[src/rtl/sd_pkg.sv]
// Shared definitions for the SPI-mode SD card response path: state encoding,
// response lengths, start-bit window default and R1 status bit positions.
package sd_pkg;

    typedef enum logic [1:0] {
        StIdle  = 2'd0,
        StHunt  = 2'd1,
        StShift = 2'd2,
        StFin   = 2'd3
    } sd_resp_state_e;

    localparam int unsigned SD_R1_LEN  = 8;
    localparam int unsigned SD_R7_LEN  = 40;
    localparam int unsigned SD_NCR_MAX = 64;

    localparam int unsigned R1_IDLE_BIT        = 0;
    localparam int unsigned R1_ILLEGAL_CMD_BIT = 2;
    localparam int unsigned R1_CRC_ERR_BIT     = 3;

    // Bit 7 is the start bit and bit 0 only reports the idle state, so neither is an error.
    function automatic logic r1_err_of(input logic [7:0] r1);
        logic [7:0] m;
        m              = r1;
        m[7]           = 1'b0;
        m[R1_IDLE_BIT] = 1'b0;
        return |m;
    endfunction

endpackage

[src/rtl/sd_resp_receiver.sv]
// SPI-mode SD response receiver: hunts for the start bit on MISO within the
// N_CR window, then captures an R1 (8-bit) or R3/R7 (40-bit) response.
module sd_resp_receiver
    import sd_pkg::*;
#(
    parameter int unsigned NCR_MAX = SD_NCR_MAX
) (
    input  logic        clk,
    input  logic        rst,
    input  logic        start,
    input  logic        resp_long,
    input  logic        sample_en,
    input  logic        miso,
    output logic        busy,
    output logic        done,
    output logic        timeout,
    output logic [39:0] resp,
    output logic        r1_err
);

    localparam int unsigned HUNT_W = $clog2(NCR_MAX + 1);

    sd_resp_state_e    state_q, state_d;
    logic [39:0]       resp_q, resp_d;
    logic [5:0]        bit_cnt_q, bit_cnt_d;
    logic [HUNT_W-1:0] hunt_cnt_q, hunt_cnt_d;
    logic              resp_long_q, resp_long_d;
    logic              timeout_q, timeout_d;
    logic              r1_err_q, r1_err_d;
    logic [5:0]        bit_target;

    assign bit_target = resp_long_q ? 6'(SD_R7_LEN) : 6'(SD_R1_LEN);

    always_comb begin
        state_d     = state_q;
        resp_d      = resp_q;
        bit_cnt_d   = bit_cnt_q;
        hunt_cnt_d  = hunt_cnt_q;
        resp_long_d = resp_long_q;
        timeout_d   = timeout_q;
        r1_err_d    = r1_err_q;

        case (state_q)
            StIdle: begin
                // A strobe in the arming cycle is deliberately not counted.
                if (start) begin
                    resp_long_d = resp_long;
                    resp_d      = '0;
                    bit_cnt_d   = '0;
                    hunt_cnt_d  = '0;
                    timeout_d   = 1'b0;
                    r1_err_d    = 1'b0;
                    state_d     = StHunt;
                end
            end
            StHunt: begin
                if (sample_en) begin
                    // The zero is checked first so a start bit on the last strobe still wins.
                    if (!miso) begin
                        resp_d    = {resp_q[38:0], 1'b0};
                        bit_cnt_d = 6'd1;
                        state_d   = StShift;
                    end else begin
                        hunt_cnt_d = hunt_cnt_q + 1'b1;
                        if (hunt_cnt_d == HUNT_W'(NCR_MAX)) begin
                            timeout_d = 1'b1;
                            state_d   = StFin;
                        end
                    end
                end
            end
            StShift: begin
                if (sample_en) begin
                    resp_d    = {resp_q[38:0], miso};
                    bit_cnt_d = bit_cnt_q + 6'd1;
                    if (bit_cnt_d == bit_target) begin
                        r1_err_d = r1_err_of(resp_long_q ? resp_d[39:32] : resp_d[7:0]);
                        state_d  = StFin;
                    end
                end
            end
            StFin: begin
                state_d = StIdle;
            end
            default: begin
                state_d = StIdle;
            end
        endcase
    end

    always_ff @(posedge clk) begin
        if (rst) begin
            state_q     <= StIdle;
            resp_q      <= '0;
            bit_cnt_q   <= '0;
            hunt_cnt_q  <= '0;
            resp_long_q <= 1'b0;
            timeout_q   <= 1'b0;
            r1_err_q    <= 1'b0;
        end else begin
            state_q     <= state_d;
            resp_q      <= resp_d;
            bit_cnt_q   <= bit_cnt_d;
            hunt_cnt_q  <= hunt_cnt_d;
            resp_long_q <= resp_long_d;
            timeout_q   <= timeout_d;
            r1_err_q    <= r1_err_d;
        end
    end

    assign busy    = (state_q != StIdle);
    assign done    = (state_q == StFin);
    assign timeout = timeout_q;
    assign resp    = resp_q;
    assign r1_err  = r1_err_q;

endmodule

[config.mk]
export PLATFORM = sky130hd
export DESIGN_NAME = sd_resp_receiver
export DESIGN_NICKNAME = d
export VERILOG_FILES = /design/src/rtl/sd_pkg.sv /design/src/rtl/sd_resp_receiver.sv
export SDC_FILE = /design/constraint.sdc
export NUM_CORES = 1
export LEC_CHECK = 0
export CAP_MARGIN = 40
export CORE_MARGIN = 5
export CORE_UTILIZATION = 46
export DETAILED_ROUTE_END_ITERATION = 8
export HOLD_SLACK_MARGIN = 0.05
export PLACE_DENSITY = 0.72
export SYNTH_ARGS = -nofsm -noshare
export SYNTH_HDL_FRONTEND = slang
export SYNTH_SLANG_ARGS = --single-unit
[constraint.sdc]
create_clock -name clk -period 1.7 [get_ports clk]
set_input_delay 0.255 -clock clk [delete_from_list [all_inputs] [get_ports clk]]
set_output_delay 0.255 -clock clk [all_outputs]
set_load 0.05 [all_outputs]
Word level (Yosys, flattened, before mapping)
Cells that the tools add are included.
Word-level totals
  output and inout bits: 44
  word-level logic and storage cells: 65
  register bits after elaboration: 58
  input port bits: 6
Operators by class
  mux-type cells: 31
  $add $sub $neg: 2
  eq/ne operators: 13
  reduce and logical (&&, ||, !) cells: 12
Operator list (number)
  two-way mux 40 bit: 4
  case mux 40 bit (3 select lines): 1
  two-way mux 6 bit: 5
  two-way mux 7 bit: 4
  case mux 6 bit (3 select lines): 1
  AND reduction 5 bit: 3
  != test 2 bit (second input constant): 7
  case mux 7 bit (2 select lines): 1
  two-way mux 2 bit: 6
  case mux 2 bit (4 select lines): 1
  AND reduction 4 bit: 2
  adder 7 x 1 -> 7 bit (second input constant): 1
  equality test 7 bit (second input constant): 1
  adder 6 x 1 -> 6 bit (second input constant): 1
  equality test 6 bit: 1
  two-way mux 1 bit: 6
  nonzero test 2 bit: 3
  OR reduction 6 bit: 1
  equality test 2 bit (second input constant): 2
  case mux 1 bit (2 select lines): 2
  != test 3 bit (second input constant): 1
  nonzero test 3 bit: 1
  equality test 2 x 1 -> 1 bit (second input constant): 1
  logical NOT 2 bit: 1
  AND reduction 2 bit: 1

Depth between registers and ports, before layout
Gate-level depths: netlist of the first run.
  depth in word-level cells: 6
  gate-level depth with buffers: 9
  depth with buffers taken out: 8

Worst setup path after synthesis of the first run
No wires, ideal clock.
  path kind: register to register
  start: reg state_q[0]
  end: reg bit_cnt_q[3]
  clock period less this slack: 1.814 ns
  buffers on the path: 0
  arrival: 1.744 ns
  cell stages (with the launch flop): 8
  path slack: -0.114 ns
  data required time: 1.630 ns
  cell sequence: dfxtp_1 > inv_1 > ha_1 > nor2b_1 > o22ai_2 > nand3b_1 > or4_1 > a21oi_1
Between the ends
  longest elaborated chain between the ends: 3
  elaborated cells on any way between the ends: 10
  classes of those cells: 6 x eq/ne; 1 x mux; 3 x reduce/logical
RTL lines
  start: declaration: line sd_resp_receiver.sv:23  | sd_resp_state_e state_q, state_d;
  start signal: assignment: line sd_resp_receiver.sv:93  | state_q <= StIdle;
  start signal: assignment: line sd_resp_receiver.sv:101  | state_q <= state_d;
  equality test 2 x 1 -> 1 bit (tied with other cells): line sd_resp_receiver.sv:43  | case (state_q)
  != test 2 bit (no source line) / nonzero test 3 bit (equally long branches)
  AND reduction 5 bit (no source line)
  end signal: assignment: line sd_resp_receiver.sv:103  | bit_cnt_q <= bit_cnt_d;
  end: declaration: line sd_resp_receiver.sv:25  | logic [5:0] bit_cnt_q, bit_cnt_d;
Several ways; a longest one is shown, not always the timed one.
A chain may end at the register's enable or synchronous reset.

Final worst setup path of the first run
Same ends and word-level chain as after synthesis.

==> flow_metrics.tcl, run 1 <==
set metrics [dict create \
    outcome "finished with violations" \
    violations "negative setup slack" \
    yosys.area_share.xor_xnor_pct 1.56 \
    cp_cell_sequence "inv_4, ha_4, nor2b_4, o22ai_2, nand3b_1, or4_1, a21oi_1" \
    ys_seq_elements 58 \
    drive_gt1_share_pct 30.0 \
    ys_warn_count 0 \
    io_buffers 49 \
    netlist.area_leader.share_pct 45.3 \
    max-cap-violations 0 \
    met2_length_mm 3.40 \
    drc 0 \
    synth_compound_area_share_pct 17.8 \
    worstPathRequired_ps 1960 \
    power_frac_clock_pct 28.1 \
    synth_top_cell_by_area "dfxtp_1" \
    syn_to_final_growth_pct 42.0 \
    synth.distinct_cells 38 \
    routed_wl_mm 6.83 \
    via_per_inst 5.34 \
    clockRootBuffer "clkbuf_8" \
    nets 417 \
    async_flop_share_pct 0 \
    worst_path_dominant_cell_family "simple AND/OR/NAND/NOR gates" \
    grt_usage_pct 19.0 \
    slew_headroom_pct 75.6 \
    power_frac_seq_pct 28.9 \
    overflow 0 \
    power.density_nw_per_um2 1380 \
    grt_pass1_vias 2477 \
    synth_fp_nets 338 \
    die_h_um 84.7 \
    synth_edf_count 0 \
    tightest_slew_ps 361 \
    hold_buffers 0 \
    clk_pin_slew_ps 60 \
    dp_hpwl_mm 4.22 \
    cp-end-kind "flip-flop" \
    peakVddDrop_uv 737 \
    synth-adder-area-share_pct 2.93 \
    start_util_pct 46.9 \
    finalCritPeriodShare_pct 104 \
    met1_length_mm 3.02 \
    hp-class "in2reg" \
    post_synth_mux_area_share_pct 0.439 \
    slowest_delay_ps 560 \
    skew_ps 7.91 \
    dr_total_vias 2574 \
    finalCriticalPeriod_ps 1770 \
    report.final.slew_viol_count 0 \
    crit_slowest_cell "or4_1" \
    cp_max_fo 6 \
    wl_met3_um 350 \
    ctsLongestPathBuffers 2 \
    antenna_found_initial 0 \
    synth-simple-area-share_pct 27.4 \
    routed.top_layer "met4" \
    setup_viol 22 \
    synth_area_um2 2560 \
    syn_avg_cell_area_um2 7.87 \
    clock-sinks 58 \
    synthTopCellsByCount "dfxtp_1, nand2_1, a21oi_1" \
    numCtsBuffers 9 \
    sw_frac_of_total_pct 36.6 \
    fp-row-count 27 \
    placed_cells 456 \
    gp_congestion 0.803 \
    p_leak_uw 0.00142 \
    worstSkewPairLatency_ps 330 \
    synthTopCellsByArea "dfxtp_1, a21oi_1, nand3_1" \
    grt_pass1_wl_mm 11.2 \
    grt_max_degree 43 \
    rsz0062_at_grt "yes" \
    antenna_left 0 \
    wl_per_cell_um 14.2 \
    finalHoldViolCount 0 \
    dieArea_um2 7170 \
    postLayoutCoreUtil_pct 66.6 \
    antennaDiodeCount 0 \
    cts_tree "done" \
    p_int_uw 3180 \
    critPathBufInv 1 \
    ys_seq_area_share_pct 45.3 \
    critPathLaunchType "flip-flop" \
    fin_cells 482 \
    coreArea_um2 5470 \
    clock.fmax_mhz 566 \
    drt-initial-drc-count 172 \
    synth_top_family_by_area "simple AND/OR/NAND/NOR gates" \
    drtPass1Iterations 4 \
    p_sw_uw 1840 \
    path_class "reg2reg" \
    fin_ws_ps -68.2 \
    combPwrFrac_pct 43.0 \
    arrival_ps 2020 \
    htree_num_levels 3 \
    syn_inst 326 \
    fp.dieW_um 84.7 \
    ioPinCount 50 \
    synth_top_flop_cell "dfxtp_1" \
]
final timing paths:
kind / start / end / slack [ps] / depth (start not counted)
worst min-delay path: rst / resp[32] / 330 / 2
worst min register to register: resp[39] / resp[39] / 460 / 2
worst max register to register: state_q[0] / bit_cnt_q[3] / -70 / 7
worst max-delay path: state_q[0] / bit_cnt_q[3] / -70 / 7
repair_timing:
action                                  CTS  global route
cloned                                    0             3
setup buffers                             4             5
pin swaps                                 5             4
endpoints found under the setup margin   31            53
gates resized for setup                   9            13
kinds of logic (layout without fill, tap and decap cells):
| kind of cell | Yosys count | count (layout) |
|---|---|---|
| and+or+nand+nor | 152 | 152 |
| muxes | 1 | 1 |
| AOI/OAI and AO/OA | 78 | 78 |
| adders and majority gates | 6 | 6 |
| xor gates and xnor gates | 3 | 3 |
| buffers and inverters | 28 | 112 |
| DFF | 58 | 58 |
power by group through the flow:
stage	Sequential [µW]	Clock, µW	Combinational, µW
global route	1450	1520	2350
CTS	1440	1430	1820
finish	1450	1410	2160
global placement	1460	0	1710
floorplan	1470	0	1050
detailed placement	1460	0	1710
through the flow:
| step | area, µm² | setup slack [ps] | power (µW) | TNS (ps) | hold WS (ps) |
|---|---|---|---|---|---|
| detailed placement | 3220 | -242 | 3170 | -5640 | 451 |
| global route | 3640 | -142 | 5320 | -5130 | 336 |
| floorplan | 2570 | 1.55 | 2520 | 0 | 356 |
| finish | 3640 | -68.2 | 5020 | -523 | 334 |
| CTS | 3510 | -33.7 | 4690 | -58.2 | 320 |
| global placement | 3220 | -213 | 3160 | -4420 | 448 |
metal layers:
metal	vias to the layer above	track usage, %
met5	-	0
met4	0	6.04
met2	60	32.0
met3	7	5.40
met1	1208	23.4
li1	1299	-
area by class of cell:
class | instances | area, µm²
fill | 472 | 1830
clock inverter | 5 | 77.6
sequential | 58 | 1170
multi-input combinational | 240 | 1380
timing repair buffer | 88 | 759
clock buffer | 11 | 141
tap | 72 | 90.1
inverter | 8 | 32.5
registers in the layout, indices dropped and copies added, names as in the netlist:
register and cells:
resp_long_q 1, resp 40, r1_err 1, hunt_cnt_q 7, bit_cnt_q 6, timeout 1
state_q 2
cell usage in the layout, fill, tap and decap left out, types with 2 or more instances in the layout:
master / count
clkdlybuf4s50_1: 4
o41ai_1: 3
nand3_1: 49
a21oi_1: 53
a21o_1: 2
buf_4: 74
buf_6: 3
nand4_1: 2
or4_1: 4
nor3_1: 4
nand2b_1: 3
ha_1: 3
nor2b_1: 4
o21ai_0: 7
inv_1: 6
bufinv_16: 2
o22ai_2: 2
nor2_1: 15
buf_12: 5
nor2_2: 3
clkbuf_8: 10
nand2_1: 58
ha_4: 2
dfxtp_1: 56
clkinv_2: 2
o21a_1: 2
Power figures use the tool's default switching activity.
==> run 2: changes to the inputs <==
--- a/config.mk
+++ b/config.mk
@@ -6,6 +6,7 @@
 export NUM_CORES = 1
 export LEC_CHECK = 0
 export CAP_MARGIN = 40
+export CORE_ASPECT_RATIO = 0.5
 export CORE_MARGIN = 5
 export CORE_UTILIZATION = 46
 export DETAILED_ROUTE_END_ITERATION = 8
==> run 2 against run 1 <==
The run still ends with negative setup slack left. Hold slack improved by 87 ps. Die area is 1.3% higher. Largest cell class unchanged. Global-route usage rose by 0.56 points. Critical path type unchanged. Clock power hardly changed.
==> flow_metrics.tcl, run 2 (synthesized netlist as in run 1, its figures left out) <==
set metrics [dict create \
    outcome "finished with violations" \
    violations "negative setup slack" \
    slowest_delay_ps 360 \
    io_buffers 49 \
    syn_to_final_growth_pct 55.8 \
    cpMostUsedCell "buf_4" \
    fp-row-count 19 \
    largest_reg_flops 40 \
    antenna_found_initial 0 \
    nets 420 \
    rsz0062_at_grt "yes" \
    routed_wl_mm 8.52 \
    drtPass1Iterations 6 \
    placed_cells 454 \
    cp_cell_sequence "buf_4, ha_4, o22ai_4, nand3b_1, buf_4, o21ai_0, a21oi_1" \
    antenna_left 0 \
    dr_total_vias 2822 \
    fp.dieW_um 116 \
    critPathLaunchType "flip-flop" \
    cp_max_fo 13 \
    cp-end-kind "flip-flop" \
    reg2reg_slack_ps -140 \
    hp-class "in2reg" \
    drc 0 \
    slew_headroom_pct 56.6 \
    via_per_inst 5.81 \
    finalCriticalPeriod_ps 1840 \
    path_class "reg2reg" \
    clk_pin_slew_ps 70 \
    numCtsBuffers 9 \
    worstSkewPairLatency_ps 340 \
    whs_path_depth 2 \
    cts_tree "done" \
    grt_pass1_wl_mm 11.5 \
    die_h_um 62.8 \
    power.density_nw_per_um2 1460 \
    r2r-end "bit_cnt_q[4]" \
    critPathBufInv 2 \
    grt_max_degree 43 \
    grt_usage_pct 19.6 \
    ff2ff_path_depth 7 \
    worstPathRequired_ps 1900 \
    setup_tns_ps -1620 \
    tightest_slew_ps 651 \
    wl_per_cell_um 17.5 \
    antennaDiodeCount 0 \
    whs_endpoint "hunt_cnt_q[6]" \
    start_util_pct 47.1 \
    gp_congestion 0.828 \
    p_total_uw 5810 \
    setup_viol 39 \
    crit_slowest_cell "dfxtp_4" \
    layout_common_cells "buf_4, nand2_1, dfxtp_1" \
    htree_num_levels 3 \
    peakVddDrop_uv 855 \
    clock-sinks 58 \
    place_area_um2 3200 \
    arrival_ps 2040 \
    grt_pass1_vias 2416 \
    final_design_area_no_fill_um2 4000 \
    max-cap-violations 0 \
    dp_hpwl_mm 4.45 \
    ioPinCount 50 \
    coreArea_um2 5440 \
    clockRootBuffer "clkbuf_8" \
    p_leak_uw 0.00147 \
    drive_gt1_share_pct 40.2 \
    overflow 0 \
    drt-initial-drc-count 191 \
    ctsLongestPathBuffers 2 \
    clock.fmax_mhz 544 \
    layout_commonest_cell "buf_4" \
    skew_ps 7.79 \
    hold_path_startpoint "rst" \
    fin_ws_ps -139 \
    fin_cells 486 \
    finalHoldViolCount 0 \
    finalCritPeriodShare_pct 108 \
    r2r-start "state_q[0]" \
    report.final.slew_viol_count 0 \
    postLayoutCoreUtil_pct 73.4 \
    worst_path_dominant_cell_family "compound AO/OA/AOI/OAI gates" \
    dieArea_um2 7260 \
]
## run 2: through the flow
stage / setup slack [ps] / hold slack, ps
floorplan: 1.55 / 356
global placement: -197 / 443
detailed placement: -287 / 449
CTS: -70.8 / 390
global route: -209 / 432
finish: -139 / 421
## run 2: worst max path at each step
| stage | start | to | slack [ps] | cells past startpoint |
|---|---|---|---|---|
| 2_1_floorplan | state_q[0] | bit_cnt_q[3] | 2 | 7 |
| 3_3_place_gp | sample_en | bit_cnt_q[3] | -200 | 6 |
| 3_5_place_dp | sample_en | bit_cnt_q[3] | -290 | 6 |
| 4_1_cts | state_q[0] | bit_cnt_q[2] | -70 | 7 |
| 5_1_grt | state_q[0] | resp[34] | -210 | 10 |
| 6_report | state_q[0] | bit_cnt_q[4] | -140 | 7 |
## run 2: repair_timing
item	in CTS	in global routing
gates resized for setup	17	63
setup endpoints to repair	28	55
cloned	0	8
pin swaps	14	26
setup buffers	5	4
hold buffers	0	0
## run 2: area by class of cell
cell class,instances,area [µm²]
Clock buffer,10,128
Clock inverter,6,91.3
Fill cell,383,1450
Inverter,8,32.5
Multi-Input combinational cell,240,1620
Sequential cell,58,1170
Tap cell,73,91.3
Timing Repair Buffer,91,868
## run 2: report_power, final
part / switching [µW] / total, µW / internal, µW
Combinational: 1640 / 2960 / 1310
Clock: 580 / 1410 / 827
Sequential: 43.3 / 1450 / 1410
## run 2: metal layers
| layer | global-route usage (%) | share of wire [%] | vias to the layer above | routed length [µm] |
|---|---|---|---|---|
| met4 | 6.15 | 3.0 | 0 | 258 |
| met2 | 31.1 | 48 | 128 | 4110 |
| met5 | 0 | 0 | - | 0 |
| li1 | - | - | 1307 | - |
| met3 | 6.29 | 7.7 | 29 | 659 |
| met1 | 25.2 | 41 | 1358 | 3490 |
## run 2: worst register-to-register path, cell delays in order (launching register included)
cell and delay [ps]:
dfxtp_4 360, buf_4 140, ha_4 180, o22ai_4 130, nand3b_1 260, buf_4 280
o21ai_0 230, a21oi_1 110
